<file path="src/rtl/seq_div16by8.sv">
// -----------------------------------------------------------------------------
// seq_div16by8
//   Sequential 16-by-8 unsigned restoring divider. Works out one quotient bit
//   per clock, MSB first, over eight RUN cycles. A start/done handshake lets a
//   controller issue one division at a time.
//
// Ports
//   clk        rising-edge clock
//   rst_n      asynchronous active-low reset; discards any in-flight division
//   start      request, sampled only while busy=0
//   dividend   16-bit unsigned dividend, captured with start
//   divisor    8-bit unsigned divisor, captured with start
//   busy       high from the accepting edge until the edge that leaves DONE
//   done       one-cycle completion pulse
//   err        valid with done: divide-by-zero or quotient overflow
//   quotient   8-bit result, held until the next result is loaded
//   remainder  8-bit result, held until the next result is loaded
//
// Build option
//   SEQDIV_EARLY_ERR_EN  When defined, a divisor of zero or a dividend high
//                        byte >= divisor is flagged as the operands are
//                        captured. One RUN cycle later the block reports
//                        err=1 with quotient=remainder=8'hFF. When undefined,
//                        err is tied low and every division runs all eight
//                        iterations.
//
// State table
//   state | meaning
//   IDLE  | waiting for start; results from the last division are held
//   RUN   | shift/subtract iterations, one quotient bit per cycle
//   DONE  | results valid, done=1 for this single cycle
// -----------------------------------------------------------------------------
module seq_div16by8 (
  input  logic        clk,
  input  logic        rst_n,
  input  logic        start,
  input  logic [15:0] dividend,
  input  logic [7:0]  divisor,
  output logic        busy,
  output logic        done,
  output logic        err,
  output logic [7:0]  quotient,
  output logic [7:0]  remainder
);

  typedef enum logic [1:0] {
    IDLE = 2'd0,
    RUN  = 2'd1,
    DONE = 2'd2
  } state_t;

  state_t      state;
  state_t      state_nxt;

  // rem_q holds the partial remainder. shf_q starts as the dividend low byte.
  // Each iteration shifts it left: the next dividend bit leaves at the top and
  // the new quotient bit enters at the bottom. After eight shifts it holds the
  // full quotient.
  logic [7:0]  rem_q;
  logic [7:0]  shf_q;
  logic [7:0]  dvs_q;
  logic [2:0]  cnt_q;

  logic [8:0]  trial;
  logic [7:0]  diff;
  logic        q_bit;
  logic [7:0]  rem_nxt;
  logic        accept;
  logic        last_iter;
  logic        abort;

  assign accept    = (state == IDLE) && start;
  assign last_iter = (cnt_q == 3'd7);

  assign trial   = {rem_q, shf_q[7]};
  assign q_bit   = (trial >= {1'b0, dvs_q});
  // When q_bit is set, trial - divisor is below 256, so the low eight bits of
  // the difference are the exact new remainder.
  assign diff    = trial[7:0] - dvs_q;
  assign rem_nxt = q_bit ? diff : trial[7:0];

`ifdef SEQDIV_EARLY_ERR_EN
  logic err_flag_q;
  logic err_chk;
  logic err_q;

  assign err_chk = (divisor == 8'h00) || (dividend[15:8] >= divisor);

  // The check result is taken from the live inputs at the accepting edge. It
  // is acted on during the first RUN cycle, so the error result appears one
  // edge after acceptance.
  assign abort = (state == RUN) && err_flag_q;
  assign err   = err_q;

  always_ff @(posedge clk or negedge rst_n) begin
    if (!rst_n) begin
      err_flag_q <= 1'b0;
      err_q      <= 1'b0;
    end else begin
      if (accept) begin
        err_flag_q <= err_chk;
      end
      if (abort) begin
        err_q <= 1'b1;
      end else if ((state == RUN) && last_iter) begin
        err_q <= 1'b0;
      end
    end
  end
`else
  assign abort = 1'b0;
  assign err   = 1'b0;
`endif

  always_ff @(posedge clk or negedge rst_n) begin
    if (!rst_n) begin
      state <= IDLE;
    end else begin
      state <= state_nxt;
    end
  end

  always_comb begin
    state_nxt = state;
    busy      = 1'b0;
    done      = 1'b0;
    case (state)
      IDLE: begin
        if (start) begin
          state_nxt = RUN;
        end
      end
      RUN: begin
        busy = 1'b1;
        if (abort || last_iter) begin
          state_nxt = DONE;
        end
      end
      DONE: begin
        busy      = 1'b1;
        done      = 1'b1;
        state_nxt = IDLE;
      end
      default: begin
        state_nxt = IDLE;
      end
    endcase
  end

  always_ff @(posedge clk or negedge rst_n) begin
    if (!rst_n) begin
      rem_q     <= 8'h00;
      shf_q     <= 8'h00;
      dvs_q     <= 8'h00;
      cnt_q     <= 3'd0;
      quotient  <= 8'h00;
      remainder <= 8'h00;
    end else begin
      if (accept) begin
        rem_q <= dividend[15:8];
        shf_q <= dividend[7:0];
        dvs_q <= divisor;
        cnt_q <= 3'd0;
      end else if (state == RUN) begin
        rem_q <= rem_nxt;
        shf_q <= {shf_q[6:0], q_bit};
        cnt_q <= cnt_q + 3'd1;
      end

      // Results move only on the edge that enters DONE.
      if (abort) begin
        quotient  <= 8'hFF;
        remainder <= 8'hFF;
      end else if ((state == RUN) && last_iter) begin
        quotient  <= {shf_q[6:0], q_bit};
        remainder <= rem_nxt;
      end
    end
  end

endmodule

</file>
<file path="config.mk">
export PLATFORM = sky130hd
export DESIGN_NAME = seq_div16by8
export DESIGN_NICKNAME = d
export VERILOG_FILES = /design/src/rtl/seq_div16by8.sv
export SDC_FILE = /design/constraint.sdc
export NUM_CORES = 1
export LEC_CHECK = 0
export ABC_AREA = 1
export BUFFER_PORTS_ARGS = -buffer_cell sky130_fd_sc_hd__buf_2
export CORE_MARGIN = 2
export CORE_UTILIZATION = 40
export CTS_CLUSTER_DIAMETER = 100
export DETAILED_ROUTE_END_ITERATION = 16
export RECOVER_POWER = 25
export SLEW_MARGIN = 40
export SYNTH_ARGS = -nofsm -noshare
export SYNTH_HDL_FRONTEND = slang
export SYNTH_SLANG_ARGS = --single-unit
</file>
<file path="constraint.sdc">
create_clock -name clk -period 2.15 [get_ports clk]
set_input_delay 0.1075 -clock clk [delete_from_list [all_inputs] [get_ports clk]]
set_output_delay 0.1075 -clock clk [all_outputs]
set_load 0.02 [all_outputs]
</file>
Word-level counts from Yosys, hierarchy flattened --
Index checks and enable logic that the tools add are counted.
Operators by class: order comparisons 1, muxes and demuxes 12, add/subtract/negate cells 2, equality and inequality tests 5, reduce and logical (&&, ||, !) cells 6
Operator list (number):
- $mux W8 | 5
- $ge A9 B8 Y1 | 1
- $sub A8 B8 Y8 | 1
- $mux W3 | 2
- $mux W2 | 2
- $ne A2 B2 Y1 const B | 2
- $pmux W2 S2 | 1
- $add A3 B1 Y3 const B | 1
- $eq A3 B3 Y1 const B | 1
- $eq A2 B1 Y1 const B | 1
- $eq A2 B2 Y1 const B | 1
- $logic_and A1 B1 Y1 | 2
- $logic_not A2 Y1 | 1
- $mux W1 | 2
- $reduce_and A2 Y1 | 1
- $reduce_bool A2 Y1 | 1
- $reduce_or A2 Y1 | 1
Storage, ports and cells: bits in registers 45, input port bits 27, output and inout port bits 19

Depth between registers and ports, before layout --
word-level depth 4, depth in mapped cells 12

Worst setup path after synthesis --
No wires, ideal clock.
kind reg-to-reg, start point register rem_q[1], end point register remainder[3], clock period less this slack 1631 ps, setup slack 519 ps, library setup time 118 ps, path buffers 0, cell stages (with the launch flop) 12, data arrival time 1513 ps, cells stage by stage dfrtp_1 ha_1 nand2_1 nor2_2 inv_1 nor2_4 nor2_4 nand2_8 nand2_2 nand2_2 nand2_1 nand2_1
On the way: cells in the longest elaborated chain, start to end 2, elaborated cells on any way between the ends 3, classes of those cells add/sub: 1; order compare: 1; mux: 1
RTL lines:
- from (decl) | RTL line 59 | logic [7:0] rem_q;
- from (signal assigned) | RTL line 160 | rem_q <= dividend[15:8];
- from (signal assigned) | RTL line 165 | rem_q <= rem_nxt;
- $sub A8 B8 Y8 / $ge A9 B8 Y1 (equally long branches) | RTL line 79, 76
- $mux W8 (*) | RTL line 80 | assign rem_nxt = q_bit ? diff : trial[7:0];
- to (signal assigned) | RTL line 176 | remainder <= rem_nxt;
- to (decl) | RTL line 43 | output logic [7:0] remainder
Mark *: on every way between the ends. The rest lies on a longest branch, timed or not. A chain may end at the register's enable or synchronous reset.

Worst setup path after layout --
start point register rem_q[3], end point register remainder[4]
The elaborated chain is that of the path after synthesis.

==> results.json <==
{
  "clock.fmax_mhz": 518,
  "yosysTopAreaCell": "dfrtp_1",
  "cts_sinks": 45,
  "setup_ws_ns": 0.218,
  "synth_area_leaders": "dfrtp_1, nand2_1, ha_1, inv_1, nand3_1",
  "drc": 0,
  "ys.flop_type": "dfrtp_1",
  "numPortBuffers": 44,
  "place_hpwl_um": 4260,
  "synth.avg_cell_area_um2": 8.20,
  "h-tree-depth": 2,
  "antenna_found_initial": 0,
  "maxSlewHeadroom_pct": 10.5,
  "fin_skew_ns": 0.00990,
  "cap_violations": 0,
  "placedCellCount": 423,
  "synth_nets": 348,
  "tightest_slew_ns": 1.34,
  "grt_pass1_vias": 2039,
  "slew_viol_final": 0,
  "min_path_type": "input port to register",
  "worstPathCellList": "ha_1 -> nand2_2 -> nor2_2 -> inv_1 -> nor2_4 -> nor2_4 -> nand2_8 -> nand2_2 -> nand2_2 -> nand2_1 -> nand2_1",
  "syn_inst": 306,
  "ant_nets": 0,
  "wl_per_cell_um": 12.9,
  "cp_slowest_cell": "dfrtp_1",
  "final.setup.tns_ns": 0,
  "antenna_cells": 0,
  "initial_utilization_pct": 41.9,
  "root_buffer": "clkbuf_8",
  "power_density_mw_per_mm2": 1710,
  "grt_max_degree": 33,
  "syn2layout_area_growth_pct": 16.1,
  "crit_path_start_kind": "register",
  "cts_tree": "built",
  "p_leak_nw": 1.53,
  "timing.hold.ws_ns": 0.0130,
  "instances_no_fill": 432,
  "worst_setup_path_end_kind": "register",
  "drt_iter0_drc": 103,
  "worstSkewPairLatency_ns": 0.29,
  "async_reset_ff_share_pct": 100,
  "die_area_mm2": 0.00692,
  "rsz0062_at_grt": "false",
  "switching_share_pct": 49.0,
  "drive_gt1_share_pct": 20.7,
  "cp_num_buf_inv": 1,
  "synthesis.area_mm2": 0.00251,
  "clkTransAtPathRegs_ns": 0.09,
  "synthTopCellsByCount": "nand2_1, dfrtp_1, inv_1",
  "pwr-share-clk_pct": 10.4,
  "coreArea_mm2": 0.00599,
  "yosys_warnings": 0,
  "cp_top_family": "simple AND/OR/NAND/NOR gates",
  "fin_nets": 398,
  "gp_congestion": 0.870,
  "p_int_mw": 2.54,
  "grt_overflow": 0,
  "seqPwrFrac_pct": 27.6,
  "synth_edf_count": 0,
  "die_h_um": 83.2,
  "firstDrtPassIters": 4,
  "postLayoutCellArea_mm2": 0.00291,
  "fillers": 597,
  "cpPeakStageDelay_ns": 0.44,
  "vias": 2050,
  "combinationalPowerShare_pct": 62.0,
  "hold_viol_final": 0,
  "cpMostUsedCell": "nand2_2",
  "synth_seq_cells": 45,
  "cp.required_ns": 2.34,
  "ios": 46,
  "vdd_drop_max_mv": 0.891,
  "yosysTopAreaCellShare_pct": 44.9,
  "row_count": 28,
  "die_x_um": 83.2,
  "arrival_ns": 2.12,
  "p_switching_mw": 2.44,
  "yosysSeqAreaShare_pct": 44.9,
  "critPathMaxFanout": 10,
  "outcome": "completed",
  "drt_wl_total_um": 5560,
  "fin_crit_ns": 1.93,
  "register_area_mm2": 0.00113,
  "dpl-instance-area_mm2": 0.00282,
  "setup_viol": 0,
  "synth_cell_types": 32,
  "track_usage_pct": 17.4,
  "post-place-ws_ns": 0.0611,
  "grt_pass1_wl_um": 9830,
  "multiInputGateArea_mm2": 0.00117,
  "clockBufferDepth": 2,
  "synth_most_common_cell": "nand2_1",
  "fin_crit_sh_pct": 89.9,
  "drt-vias-per-instance": 4.75,
  "crit_type": "register to register",
  "numCtsBuffers": 5
}
==> worst paths after layout <==
kind	slack, ns	to	depth (start not counted)	startpoint
worst max-delay path	0.22	remainder[4]	11	rem_q[3]
worst min-delay path	0.01	dvs_q[0]	3	divisor[0]
worst max register to register	0.22	remainder[4]	11	rem_q[3]
worst min register to register	0.48	quotient[6]	2	quotient[6]
max in group asynchronous	0.66	quotient[4]	3	rst_n
min in group asynchronous	0.64	cnt_q[0]	2	rst_n
==> registers in the layout, indices dropped and copies added (netlist names) <==
name       count
dvs_q          8
quotient       8
rem_q          8
remainder      8
shf_q          8
cnt_q          3
state          2
==> worst reg2reg max path: cells and delay by family (launching register included) <==
kind	cells	cell delay [ns]
flops	1	0.44
simple gates	9	0.91
buf+inv	1	0.09
fa+ha+maj	1	0.40
==> logic make-up (layout without fill, tap and decap cells) <==
| kind of cell | after synthesis | in the layout | share of synthesized area (%) |
|---|---|---|---|
| adder cells (fa/ha/maj) | 15 | 15 | 7.78 |
| other | 1 | 1 | 0.149 |
| buffers and inverters | 53 | 104 | 8.77 |
| AO/OA/AOI/OAI | 37 | 37 | 9.47 |
| AND/OR/NAND/NOR | 152 | 152 | 27.9 |
| XOR/XNOR | 3 | 3 | 1.05 |
| flip-flops | 45 | 45 | 44.9 |
==> power groups by stage <==
stage | Sequential (mW) | Clock (mW) | Combinational [mW]
2_1_floorplan | 1.42 | 0 | 2.34
3_3_place_gp | 1.39 | 0 | 3.06
3_5_place_dp | 1.39 | 0 | 3.08
4_1_cts | 1.37 | 0.532 | 3.09
5_1_grt | 1.41 | 0.578 | 3.53
6_report | 1.37 | 0.515 | 3.08
==> cells in the final DEF (no fill, tap or decap), types with 3 or more instances in the layout <==
cell,netlist,routed
a21oi_1,3,3
a22o_1,6,6
buf_2,3,38
buf_4,2,5
clkbuf_1,2,7
clkbuf_8,1,5
dfrtp_1,45,45
ha_1,14,14
inv_1,44,44
nand2_1,94,94
nand2_2,13,13
nand3_1,24,24
nor2_1,10,9
o21ai_0,18,18
o221ai_1,6,6
==> cell type report <==
type                            count  area share (%)
Clock buffer                        6            2.49
Timing Repair Buffer               51            9.32
Inverter                           45            5.80
Sequential cell                    45            38.6
Clock inverter                      2           0.515
Tap cell                           75            3.22
Multi-Input combinational cell    208            40.0
==> timing repair <==
item                       in CTS  in global routing
hold endpoints to repair       22                  0
hold buffers                    1                  0
resized for setup               0                  1
setup buffers                   0                  0
setup endpoints to repair       0                  1
==> per-stage QoR <==
stage	total power, mW	util (%)
final	4.97	48.6
after detailed placement	4.46	47.0
after floorplan	3.77	-
after CTS	5.00	48.7
after global placement	4.44	47.0
after global routing	5.52	48.6
==> metal layers <==
layer | GRT usage, % | part of all wire [%] | vias to the layer above | wire, um
li1 | - | - | 1071 | -
met1 | 25.1 | 51 | 933 | 2860
met2 | 26.5 | 43 | 42 | 2410
met3 | 4.57 | 4.4 | 4 | 243
met4 | 3.43 | 0.95 | 0 | 53
met5 | 0 | 0 | - | 0
Power figures use the tool's default switching activity.
